<file path="src/rtl/uart_pkg.sv">
// Shared UART definitions: frame FSM encoding and bit-timing helper,
// common to the transmitter and receiver.
package uart_pkg;

  typedef enum logic [1:0] {
    IDLE  = 2'd0,
    START = 2'd1,
    DATA  = 2'd2,
    STOP  = 2'd3
  } uart_state_t;

  function automatic int unsigned cycles_per_bit(input int unsigned clk_hz,
                                                 input int unsigned bit_rate);
    return clk_hz / bit_rate;
  endfunction

endpackage

</file>
<file path="src/rtl/sync_2ff.sv">
// Two-flop synchroniser for a single asynchronous input; reset value is
// chosen to match the idle level of the line being synchronised.
module sync_2ff #(
  parameter logic RESET_VAL = 1'b1
) (
  input  logic clk,
  input  logic resetn,
  input  logic i_d,
  output logic o_q
);

  logic [1:0] r_sync;

  always_ff @(posedge clk) begin
    if (!resetn) begin
      r_sync <= {2{RESET_VAL}};
    end else begin
      r_sync <= {r_sync[0], i_d};
    end
  end

  assign o_q = r_sync[1];

endmodule

</file>
<file path="src/rtl/uart_rx.sv">
// UART receiver: mid-bit sampling of an asynchronous serial line, LSB first,
// with one-cycle strobes for good byte, framing error and line break.
module uart_rx
  import uart_pkg::*;
#(
  parameter int unsigned BIT_RATE     = 9600,
  parameter int unsigned CLK_HZ       = 50_000_000,
  parameter int unsigned PAYLOAD_BITS = 8,
  parameter int unsigned STOP_BITS    = 1
) (
  input  logic                    clk,
  input  logic                    resetn,
  input  logic                    uart_rxd,
  input  logic                    uart_rx_en,
  output logic                    uart_rx_valid,
  output logic [PAYLOAD_BITS-1:0] uart_rx_data,
  output logic                    uart_rx_frame_err,
  output logic                    uart_rx_break
);

  localparam int unsigned CYCLES_PER_BIT = cycles_per_bit(CLK_HZ, BIT_RATE);
  localparam int unsigned HALF_BIT       = CYCLES_PER_BIT / 2;
  localparam int unsigned CW             = 1 + $clog2(CYCLES_PER_BIT);
  localparam int unsigned IW             = (PAYLOAD_BITS > 1) ? $clog2(PAYLOAD_BITS) : 1;

  uart_state_t             r_state;
  uart_state_t             w_state_nxt;
  logic [CW-1:0]           r_cnt;
  logic [IW-1:0]           r_bit_idx;
  logic                    r_stop_idx;
  logic                    r_err;
  logic                    r_seen_high;
  logic [PAYLOAD_BITS-1:0] r_shift;

  logic w_rxd_s;
  logic w_cnt_half;
  logic w_cnt_full;
  logic w_last_bit;
  logic w_last_stop;
  logic w_start_ok;
  logic w_err_final;

  logic w_cnt_clr;
  logic w_accept;
  logic w_shift;
  logic w_stop_smp;
  logic w_frame_done;

  sync_2ff #(
    .RESET_VAL (1'b1)
  ) u_sync_rxd (
    .clk    (clk),
    .resetn (resetn),
    .i_d    (uart_rxd),
    .o_q    (w_rxd_s)
  );

  assign w_cnt_half  = (r_cnt == CW'(HALF_BIT - 1));
  assign w_cnt_full  = (r_cnt == CW'(CYCLES_PER_BIT - 1));
  assign w_last_bit  = (r_bit_idx == IW'(PAYLOAD_BITS - 1));
  assign w_last_stop = (r_stop_idx == 1'(STOP_BITS - 1));
  // A new start is only accepted once the line has been seen high in IDLE,
  // so a held-low line after a break cannot re-trigger.
  assign w_start_ok  = !w_rxd_s && uart_rx_en && r_seen_high;
  assign w_err_final = r_err || !w_rxd_s;

  always_ff @(posedge clk) begin
    if (!resetn) begin
      r_state <= IDLE;
    end else begin
      r_state <= w_state_nxt;
    end
  end

  always_comb begin
    w_state_nxt = r_state;
    unique case (r_state)
      IDLE: begin
        if (w_start_ok) w_state_nxt = START;
      end
      START: begin
        if (w_cnt_half) w_state_nxt = w_rxd_s ? IDLE : DATA;
      end
      DATA: begin
        if (w_cnt_full && w_last_bit) w_state_nxt = STOP;
      end
      STOP: begin
        if (w_cnt_full && w_last_stop) w_state_nxt = IDLE;
      end
      default: w_state_nxt = IDLE;
    endcase
  end

  always_comb begin
    w_cnt_clr    = 1'b0;
    w_accept     = 1'b0;
    w_shift      = 1'b0;
    w_stop_smp   = 1'b0;
    w_frame_done = 1'b0;
    unique case (r_state)
      IDLE: begin
        w_cnt_clr = 1'b1;
        w_accept  = w_start_ok;
      end
      START: begin
        w_cnt_clr = w_cnt_half;
      end
      DATA: begin
        w_cnt_clr = w_cnt_full;
        w_shift   = w_cnt_full;
      end
      STOP: begin
        w_cnt_clr    = w_cnt_full;
        w_stop_smp   = w_cnt_full;
        w_frame_done = w_cnt_full && w_last_stop;
      end
      default: w_cnt_clr = 1'b1;
    endcase
  end

  always_ff @(posedge clk) begin
    if (!resetn) begin
      r_cnt       <= '0;
      r_bit_idx   <= '0;
      r_stop_idx  <= 1'b0;
      r_err       <= 1'b0;
      r_seen_high <= 1'b0;
      r_shift     <= '0;
    end else begin
      r_cnt <= w_cnt_clr ? '0 : r_cnt + CW'(1);

      if (r_state == START) begin
        r_bit_idx <= '0;
      end else if (w_shift) begin
        r_bit_idx <= r_bit_idx + IW'(1);
      end

      if (r_state == DATA) begin
        r_stop_idx <= 1'b0;
        r_err      <= 1'b0;
      end else if (w_stop_smp) begin
        r_stop_idx <= r_stop_idx + 1'b1;
        r_err      <= w_err_final;
      end

      if (w_accept) begin
        r_seen_high <= 1'b0;
      end else if (r_state == IDLE && w_rxd_s) begin
        r_seen_high <= 1'b1;
      end

      if (w_shift) begin
        r_shift <= {w_rxd_s, r_shift[PAYLOAD_BITS-1:1]};
      end
    end
  end

  always_ff @(posedge clk) begin
    if (!resetn) begin
      uart_rx_valid     <= 1'b0;
      uart_rx_frame_err <= 1'b0;
      uart_rx_break     <= 1'b0;
      uart_rx_data      <= '0;
    end else begin
      uart_rx_valid     <= w_frame_done && !w_err_final;
      uart_rx_frame_err <= w_frame_done && w_err_final;
      uart_rx_break     <= w_frame_done && w_err_final && (r_shift == '0);
      if (w_frame_done && !w_err_final) begin
        uart_rx_data <= r_shift;
      end
    end
  end

endmodule

</file>
<file path="config.mk">
export PLATFORM = sky130hd
export DESIGN_NAME = uart_rx
export DESIGN_NICKNAME = d
export VERILOG_FILES = /design/src/rtl/uart_pkg.sv /design/src/rtl/sync_2ff.sv /design/src/rtl/uart_rx.sv
export SDC_FILE = /design/constraint.sdc
export NUM_CORES = 1
export LEC_CHECK = 0
export ABC_AREA = 1
export CAP_MARGIN = 20
export CORE_ASPECT_RATIO = 0.7
export CORE_UTILIZATION = 56
export DETAILED_ROUTE_END_ITERATION = 10
export PLACE_DENSITY_LB_ADDON = 0.1
export SYNTH_ARGS = -nofsm -noshare
export SYNTH_HDL_FRONTEND = slang
export SYNTH_SLANG_ARGS = --single-unit
</file>
<file path="constraint.sdc">
create_clock -name clk -period 1.8 [get_ports clk]
set_clock_uncertainty 0.15 [all_clocks]
set_input_delay 0.18 -clock clk [delete_from_list [all_inputs] [get_ports clk]]
set_output_delay 0.18 -clock clk [all_outputs]
set_load 0.1 [all_outputs]
</file>
==> impl_results.md, run 1 <==
* Status: completed
* Delay-heaviest family, CP: simple AND/OR/NAND/NOR gates
* Internal at 0.001446 W
* Routed Wire Length at roughly 3800 um
* Type of the worst setup path: reg -> reg
* Multi-input logic area at just over 900 sq um
* Syn Inst Count at 238
* Cell at the root of the clock tree: clkbuf_8
* Worst-Skew Late Latency at ~0.30 ns
* Combinational power share at 0.047
* Die Span Y at between 50 and 60 um
* Dpl ws at about 0.016 ns
* Setup WS post-layout at around 0.061 ns
* GR Util All Layers at 0.2259
* Synth area leader: dfxtp_1
* F_max at about 570 MHz
* Fillcell total at around 230
* Area share of the largest cell type after synthesis at 0.4590
* Syn avg cell area at 7.880 sq um
* CTS Sinks at 43
* Data arrival, critical path at 1.83 ns
* Via Count at 1,583
* Pleak at around 1 nW
* Sequential share of power at 0.528
* Slew HR at 0.8050
* WHS at 0.2683 ns
* Clock share of power at 0.426
* Reg2reg start: r_cnt[0]
* Die width at between 70 and 80 um
* Congestion Overflow GR at 0
* Fin crit share at 0.9662
* Port-buffer cells at 14
* Worst reg-to-reg path cell count at 11
* Critical path's slowest cell: dfxtp_2
* FF/Latch Area at about 870 sq um
* Row count at 17
* Hpwl dp at between 2000 and 3000 um
* Post-CTS Hold Buffers at 0
* Slowest stage delay, CP at 0.36 ns
* Post-layout minimum cycle time at approximately 1.7 ns
* Sequential area share after synthesis at 0.4590
* Num CTS Buffers at 5
* Actual slew at the worst max-slew pin at roughly 0.3 ns
* CP Buf/Inv Count at 1
* Initial Utilization at 0.5918
* Hold Path Class: reg -> reg
* 1st-iter DRT viols at approximately 140
* Sw Ratio at 0.2141
* CTS tree: yes
* Top post-synthesis cells by area: dfxtp_1 46%, inv_1 6.8%, nand2_1 6.6%
* Clock tree buffer depth at 2
* Post-Syn Area at around 1900 sq um
* Htree depth at 2
* Critical Path RT at 1.89 ns
* FF-to-FF setup slack at roughly 0.06 ns
* # Max-Cap Violations at 0
* Pins Over Slew Limit at 0
* Pwr Density at about 770 nW/um^2
* Seq cells post-synth at 43
* Largest net degree at the start of global routing at 14
* Vias in the first global route at approximately 1,300
* Area growth, synth to finish at 28.02%
* Worst hold endpoint: u_sync_rxd.r_sync[1]
* Worst R2R End: r_cnt[13]
* Initial antenna violation count at 0
* Min-delay src: u_sync_rxd.r_sync[0]
* Gpl congestion at ~0.83
* Worst setup EP type: register
* Crit-path max FO at 3
* Async SR Flop Fraction at 0
* VDD IR max at 0.5911 mV
* Diodes inserted at 0
* Final ANT Viol Nets at 0
* Ratio of cells with drive above 1 in the final layout at 0.2546
* RSZ-0062 raised after global routing: true
* First-pass GRT wire length at between 5000 and 6000 um
* Post-synth EDFFs at 0
* Drt wl/cell at around 12 um
* Die area at roughly 3600 sq um
* Clk slew on worst S/H paths at around 0.090 ns
* Netlist cell types at 31
* Synthesis Warnings at 0
* CORE AREA at between 3000 and 4000 sq um
* Critical path cell sequence: buf_4 -> nand3_2 -> nor2_4 -> nand2_2 -> nor2_4 -> nand2_4 -> nor3_4 -> nand2_1 -> nand2_1 -> nand2_1 -> nor2_1
* Final setup vio count at 0
* Ys flop type: dfxtp_1
* TritonRoute pass-1 iters at 6
* Nets@finish at 277
* DR vias/cell at about 5
* WHS Path Cells at 1
* Switching power at 0.0003940 W
* Hold Violations, Final at 0
* Crit path top cell by count: nand2_1
* Top-Level Pins at 15
* Startpoint types: register
* DR DRC count at 0
* Post-Syn Nets at 245
[state kept, by name (all words and copies together) (netlist names), named ones only]
| signal | cells |
|---|---|
| uart_rx_break | 1 |
| uart_rx_valid | 1 |
| u_sync_rxd.r_sync | 2 |
| uart_rx_frame_err | 1 |
| r_bit_idx | 3 |
| r_stop_idx | 1 |
| r_shift | 8 |
| r_err | 1 |
| r_cnt | 14 |
| uart_rx_data | 8 |
| r_seen_high | 1 |
| r_state | 1 |
[cells in the final DEF (no fill, tap or decap), types with 2 or more instances in the layout]
| cell | netlist | final |
|---|---|---|
| a211oi_1 | 2 | 2 |
| buf_4 | 1 | 18 |
| buf_12 | 1 | 8 |
| nor3_1 | 3 | 2 |
| nand4_1 | 4 | 4 |
| nor2_4 | 1 | 6 |
| nor2_1 | 31 | 30 |
| dfxtp_2 | 0 | 4 |
| inv_1 | 34 | 34 |
| clkbuf_8 | 0 | 6 |
| o21ai_2 | 3 | 3 |
| inv_2 | 3 | 3 |
| nand3_1 | 8 | 7 |
| nand2_1 | 33 | 30 |
| dfxtp_1 | 43 | 39 |
| or2_2 | 3 | 3 |
| ha_1 | 3 | 2 |
| xor2_1 | 4 | 4 |
| o21ai_0 | 17 | 16 |
| a21oi_2 | 2 | 2 |
| nand2_2 | 0 | 2 |
| nor3b_2 | 0 | 2 |
| nand3_2 | 1 | 2 |
| clkdlybuf4s50_1 | 0 | 3 |
| a21oi_1 | 24 | 24 |
| nand2_4 | 1 | 2 |
[stage by stage]
step                      setup TNS (ns)  utilization  cell area, sq um  power [W]  std cells
after global placement                 0       0.6782              2150   0.001072        295
after floorplan                        0            -              1876   0.001047        238
after global routing             -0.1965       0.7576              2401   0.001908        309
after CTS                      -0.009080       0.7189              2278   0.001851        304
after detailed placement               0       0.6782              2150   0.001074        295
final                                  0       0.7576              2401   0.001840        309
[Yosys cell counts, types with 4 or more instances]
| cell type | n |
|---|---|
| dfxtp_1 | 43 |
| nor2_1 | 31 |
| nor2_2 | 4 |
| a21oi_1 | 24 |
| nand4_1 | 4 |
| nand3_1 | 8 |
| xor2_1 | 4 |
| nand2_1 | 33 |
| inv_1 | 34 |
| o21ai_0 | 17 |
[worst max-delay path by stage]
stage / start / end / slack, ns / depth (start not counted)
after floorplan: r_cnt[0] / uart_rx_data[1] / 0.13 / 12
after global placement: r_cnt[0] / uart_rx_data[4] / 0.05 / 11
after detailed placement: r_cnt[0] / uart_rx_data[7] / 0.02 / 11
after CTS: r_cnt[0] / r_cnt[3] / -0.009 / 11
after global routing: r_cnt[0] / r_cnt[13] / -0.04 / 10
final: r_cnt[0] / r_cnt[13] / 0.06 / 11
[what timing repair did]
item / in CTS / in global routing
resized for setup: 0 / 22
endpoints found under the setup margin: 7 / 35
setup buffers: 0 / 5
gates cloned: 1 / 0
pin swaps: 1 / 7
[cell families after synthesis]
logic type / share of synthesized area
AND/OR/NAND/NOR: 0.2462
AO/OA/AOI/OAI: 0.1448
flip-flops: 0.4590
buffers and inverters: 0.1067
XOR/XNOR: 0.02335
adder cells (fa/ha/maj): 0.02002
[layout make-up]
| cell class | instances | share of cell area |
|---|---|---|
| Multi-Input combinational cell | 154 | 0.3773 |
| Sequential cell | 43 | 0.3606 |
| Timing Repair Buffer | 29 | 0.1355 |
| Inverter | 37 | 0.05784 |
| Clock buffer | 6 | 0.03439 |
| Tap cell | 38 | 0.01980 |
| Clock inverter | 2 | 0.01459 |
[routing by layer]
layer / GRT usage / wire length [um]
met4: 0.1000 / 53
met3: 0.07831 / 177
met1: 0.3283 / 2003
met5: 0 / 0
met2: 0.2968 / 1555
[power by group through the flow]
stage	Clock, W	Combinational, W	Sequential [W]
after floorplan	0	0.0000571	0.000990
after global placement	0	0.0000810	0.000991
after detailed placement	0	0.0000829	0.000992
after CTS	0.000798	0.0000840	0.000969
after global routing	0.000840	0.0000950	0.000973
final	0.000783	0.0000859	0.000971
No activity file was read; power rests on OpenSTA's default activity.
==> inputs of run 2 (changes only) <==
--- a/config.mk
+++ b/config.mk
@@ -11,6 +11,7 @@
 export CORE_UTILIZATION = 56
 export DETAILED_ROUTE_END_ITERATION = 10
 export PLACE_DENSITY_LB_ADDON = 0.1
+export SKIP_LAST_GASP = 1
 export SYNTH_ARGS = -nofsm -noshare
 export SYNTH_HDL_FRONTEND = slang
 export SYNTH_SLANG_ARGS = --single-unit
==> impl_results.md, run 2 (same netlist as run 1, synthesis figures left out) <==
* Gpl congestion at around 0.83
* Actual slew at the worst max-slew pin at 0.2921 ns
* Drt wl/cell at ~12 um
* Final ANT Viol Nets at 0
* Core Util, Final at 0.7576
* Via Count at 1,589
* 1st-iter DRT viols at 141
* Num CTS Buffers at 5
* Critical Path RT at 1.88 ns
* F_max at between 500 and 600 MHz
* Htree depth at 2
* CTS tree: yes
* Area growth, synth to finish at 28.02%
* Worst-Skew Late Latency at approximately 0.30 ns
* Die area at ~3600 sq um
* Most frequent cells in the layout: 39 x dfxtp_1, 34 x inv_1, 30 x nor2_1, 30 x nand2_1, 24 x a21oi_1
* Critical path cell sequence: buf_4 -> nand3_2 -> nor2_4 -> nand2_2 -> nor2_4 -> nand2_4 -> nor3_4 -> nand2_1 -> nand2_1 -> nand2_1 -> nor2_1
* Final setup vio count at 0
* DR DRC count at 0
* Initial Utilization at 0.5918
* Post-CTS Hold Buffers at 0
* Max FFs per register at 14
* RSZ-0062 raised after global routing: true
* Routed Wire Length at approximately 3800 um
* Combinational power share at 0.047
* Crit path top cell by count: nand2_1
* Data arrival, critical path at ~1.8 ns
* Largest net degree at the start of global routing at 14
* Fin crit share at 0.9697
* Clk slew on worst S/H paths at 0.09 ns
* Hold Path Class: reg -> reg
* Crit-path max FO at 3
* GR Util All Layers at 0.2259
* Reg2reg start: r_cnt[0]
* FF-to-FF setup slack at approximately 0.054 ns
* Initial antenna violation count at 0
* CTS Sinks at 43
* Worst hold endpoint: u_sync_rxd.r_sync[1]
* Pwr Density at 766.4 nW/um^2
* Worst R2R End: r_cnt[13]
* Internal at around 0.0014 W
* Row count at 17
* TritonRoute pass-1 iters at 6
* Area post-placement at 2150 sq um
* Placed cell count at between 200 and 300
* Clock share of power at 0.426
* Sequential share of power at 0.528
* Clock tree buffer depth at 2
* Hold Violations, Final at 0
* Die Span Y at 50.42 um
* Pleak at approximately 0.99 nW
* Min-delay src: u_sync_rxd.r_sync[0]
* Switching power at between 0.0003 and 0.0004 W
* Critical path's slowest cell: dfxtp_2
* Type of the worst setup path: reg -> reg
* Cell at the root of the clock tree: clkbuf_8
* CP Buf/Inv Count at 1
* Commonest non-fill, non-tap cell in the layout: dfxtp_1
* WHS Path Cells at 1
* Startpoint types: register
* Post-layout minimum cycle time at approximately 1.7 ns
* Fin area at between 2000 and 2500 sq um
* Port-buffer cells at 14
* Die width at around 71 um
* Slew HR at 0.8050
* VDD IR max at 0.5967 mV
* Vias in the first global route at around 1,300
* Most flop-heavy register: r_cnt
* Pins Over Slew Limit at 0
* First-pass GRT wire length at roughly 6000 um
* DR vias/cell at approximately 5.1
* Biggest regs: r_cnt x14, r_shift x8, uart_rx_data x8
* CORE AREA at 3169 sq um
* Status: completed
* Diodes inserted at 0
* Delay-heaviest family, CP: simple AND/OR/NAND/NOR gates
* Congestion Overflow GR at 0
* Sw Ratio at 0.2140
* Nets@finish at between 200 and 300
* Worst reg-to-reg path cell count at 11
* Worst setup EP type: register
* Ratio of cells with drive above 1 in the final layout at 0.2546
* Hpwl dp at 2571 um
* Top-Level Pins at 15
* Slowest stage delay, CP at around 0.36 ns
* Final non-filler cell total at slightly above 300
* # Max-Cap Violations at 0
-- run 2: routing by layer --
| layer | track usage | vias to the layer above | share of wire |
|---|---|---|---|
| met4 | 0.1000 | 0 | 0.011 |
| met5 | 0 | - | 0 |
| met2 | 0.2968 | 26 | 0.42 |
| met1 | 0.3283 | 728 | 0.53 |
| li1 | - | 831 | - |
| met3 | 0.07831 | 4 | 0.034 |
-- run 2: per-stage QoR --
step / setup WS [ns] / setup TNS (ns) / power, W / hold slack [ns]
final: 0.05449 / 0 / 0.001840 / 0.2683
after global routing: -0.04339 / -0.2106 / 0.001908 / 0.2912
after CTS: -0.009080 / -0.009080 / 0.001851 / 0.2737
after detailed placement: 0.01564 / 0 / 0.001074 / 0.2523
after global placement: 0.05146 / 0 / 0.001072 / 0.2456
after floorplan: 0.1345 / 0 / 0.001047 / 0.1366
-- run 2: power groups by stage --
stage	sequential (W)	combinational (W)	clock [W]
after CTS	0.000969	0.0000840	0.000798
after global routing	0.000973	0.0000950	0.000840
after detailed placement	0.000992	0.0000829	0
final	0.000971	0.0000862	0.000783
after global placement	0.000991	0.0000810	0
after floorplan	0.000990	0.0000571	0
-- run 2: worst max path at each step --
stage	startpoint	endpoint	slack [ns]	cells past startpoint
final	r_cnt[0]	r_cnt[13]	0.05	11
after CTS	r_cnt[0]	r_cnt[3]	-0.009	11
after global placement	r_cnt[0]	uart_rx_data[4]	0.05	11
after detailed placement	r_cnt[0]	uart_rx_data[7]	0.02	11
after global routing	r_cnt[0]	r_cnt[13]	-0.04	10
after floorplan	r_cnt[0]	uart_rx_data[1]	0.13	12
-- run 2: timing repair --
action | in CTS | in global routing
cloned | 1 | 0
endpoints found under the hold margin | 0 | 0
resized for setup | 0 | 21
setup endpoints to repair | 7 | 35
buffers inserted | 0 | 5
pin swaps | 1 | 7
-- run 2: final cells by class --
type | instances | area (sq um)
timing repair buffer | 29 | 325.3
tap | 38 | 47.55
sequential | 43 | 865.8
fill | 232 | 768.2
inverter | 37 | 138.9
clock inverter | 2 | 35.03
multi-input combinational | 154 | 905.9
clock buffer | 6 | 82.58
-- run 2: worst register-to-register path, stage by stage, from the launching register on --
cell     delay, ns
dfxtp_2       0.36
buf_4         0.12
nand3_2       0.11
nor2_4        0.14
nand2_2       0.08
nor2_4        0.16
nand2_4       0.09
nor3_4        0.23
nand2_1       0.07
nand2_1       0.06
nand2_1       0.05
nor2_1        0.08
==> inputs of run 3 (changes only) <==
--- a/config.mk
+++ b/config.mk
@@ -8,8 +8,10 @@
 export ABC_AREA = 1
 export CAP_MARGIN = 20
 export CORE_ASPECT_RATIO = 0.7
-export CORE_UTILIZATION = 56
+export CORE_UTILIZATION = 57
+export CTS_BUF_LIST = sky130_fd_sc_hd__clkbuf_4
 export DETAILED_ROUTE_END_ITERATION = 10
+export GPL_TIMING_DRIVEN = 0
 export PLACE_DENSITY_LB_ADDON = 0.1
 export SKIP_LAST_GASP = 1
 export SYNTH_ARGS = -nofsm -noshare
==> impl_results.md, run 3 (same netlist as run 1, synthesis figures left out) <==
* Pins Over Slew Limit at 0
* Final setup vio count at 0
* Final non-filler cell total at approximately 300
* 1st-iter DRT viols at 102
* Violated checks: design-rule violations
* Gpl congestion at 0.7911
* Biggest regs: r_cnt x14, r_shift x8, uart_rx_data x8
* Status: complete, but fails checks
* Drt wl/cell at 12.37 um
* Fillcell total at 259
* Routed Wire Length at around 3800 um
* Final ANT Viol Nets at 0
* Die width at a little over 70 um
* Max FFs per register at 14
* Data arrival, critical path at about 1.9 ns
* FF-to-FF setup slack at approximately 0.027 ns
* Slew HR at 0.6372
* RSZ-0062 raised after global routing: true
* Row count at 17
* First-pass GRT wire length at 5671 um
* Die area at about 3500 sq um
* # Max-Cap Violations at 0
* PnR Total Power at about 0.0015 W
* Multi-input logic area at between 800 and 900 sq um
* Htree depth at 2
* Setup crit start: r_cnt[0]
* Setup WS post-layout at roughly 0.027 ns
* Initial antenna violation count at 0
* VDD IR max at 0.5133 mV
* Area post-placement at between 2000 and 2500 sq um
* Critical Path RT at between 1.5 and 2 ns
* Num CTS Buffers at 5
* Most frequent cells in the layout: 38 x dfxtp_1, 32 x inv_1, 29 x nor2_1
* CTS tree: yes
* Fin crit share at 0.9850
* Hpwl dp at roughly 2600 um
* Most flop-heavy register: r_cnt
* Dpl ws at -0.09981 ns
* Vias in the first global route at ~1,200
* Actual slew at the worst max-slew pin at about 0.55 ns
* Pwr Density at 669.2 nW/um^2
* GR Util All Layers at 0.2162
* Commonest non-fill, non-tap cell in the layout: dfxtp_1
* Largest net degree at the start of global routing at 13
* Clk slew on worst S/H paths at ~0.12 ns
* Hold Path Class: in -> reg
* Worst Setup EP: r_cnt[10]
* Placed cell count at slightly below 300
* FF/Latch Area at between 800 and 900 sq um
* Congestion Overflow GR at 0
* Port-buffer cells at 14
* CTS Sinks at 43
* Core Util, Final at 0.7281
* Type of the worst setup path: reg -> reg
* DR vias/cell at around 5.1
* Worst setup EP type: register
* Hold Violations, Final at 0
* Startpoint types: register
* Worst-Skew Late Latency at 0.35 ns
* Area growth, synth to finish at 22.21%
* Worst reg-to-reg path cell count at 10
* Via Count at approximately 1,600
* Fin area at 2292 sq um
* Initial Utilization at 0.5958
* Die Span Y at around 50 um
* Post-layout minimum cycle time at 1.773 ns
* Reg2reg start: r_cnt[0]
* Top-Level Pins at 15
* Clock tree buffer depth at 2
* Worst R2R End: r_cnt[10]
* Nets@finish at 272
* Cell at the root of the clock tree: clkbuf_4
* Ratio of cells with drive above 1 in the final layout at 0.2481
* Pleak at between 0.9 and 1 nW
* Crit-path max FO at 10
* TritonRoute pass-1 iters at 7
* CORE AREA at about 3100 sq um
* DR DRC count at 4
* F_max at about 560 MHz
* Diodes inserted at 0
-- run 3: what timing repair did --
| action | CTS | global route |
|---|---|---|
| setup buffers | 1 | 4 |
| cloned | 0 | 1 |
| endpoints found under the hold margin | 0 | 0 |
| pin swaps | 1 | 6 |
| hold buffers | 0 | 0 |
| resized for setup | 40 | 19 |
| setup endpoints to repair | 33 | 31 |
-- run 3: report_power, final --
group	internal (W)	switching, W	leakage (nW)	total, W
logic	0.0000341	0.0000484	0.550	0.0000825
clock network	0.000183	0.000297	0.0361	0.000480
registers	0.000962	0.00000970	0.350	0.000972
-- run 3: worst min path at each step --
stage,from,cells past startpoint,slack [ns],endpoint
2_1_floorplan,uart_rxd,1,0.14,u_sync_rxd.r_sync[0]
3_3_place_gp,u_sync_rxd.r_sync[0],1,0.24,u_sync_rxd.r_sync[1]
3_5_place_dp,u_sync_rxd.r_sync[0],1,0.25,u_sync_rxd.r_sync[1]
4_1_cts,uart_rxd,2,0.23,u_sync_rxd.r_sync[0]
5_1_grt,uart_rxd,2,0.24,u_sync_rxd.r_sync[0]
6_report,uart_rxd,2,0.24,u_sync_rxd.r_sync[0]
-- run 3: through the flow --
step	setup TNS, ns	hold slack (ns)
after floorplan	0	0.1366
after global placement	-0.8978	0.2443
after detailed placement	-1.180	0.2497
after CTS	0	0.2291
after global routing	-0.6338	0.2356
final	0	0.2368
-- run 3: worst max-delay path, stage by stage (launching register included) --
cell and delay [ns]:
dfxtp_2 0.38, ha_4 0.15, buf_4 0.11, nand3_1 0.12
nor2_2 0.17, nand2_1 0.09, nand2_1 0.08, o21ai_2 0.07
nand2_2 0.12, buf_6 0.16, nor2_1 0.05
-- run 3: area by class of cell --
cell class,count,share of cell area
multi-input combinational,153,0.3870
sequential,43,0.3783
timing repair buffer,20,0.09989
inverter,37,0.06059
buffer,5,0.02838
clock buffer,7,0.02293
tap,38,0.02074
clock inverter,1,0.002183
-- run 3: routing by layer --
metal	part of all wire	global-route usage	wire, um
met1	0.54	0.3253	2016
met4	0.011	0.1000	41
met3	0.037	0.06135	140
met5	0	0	0
met2	0.42	0.2783	1561
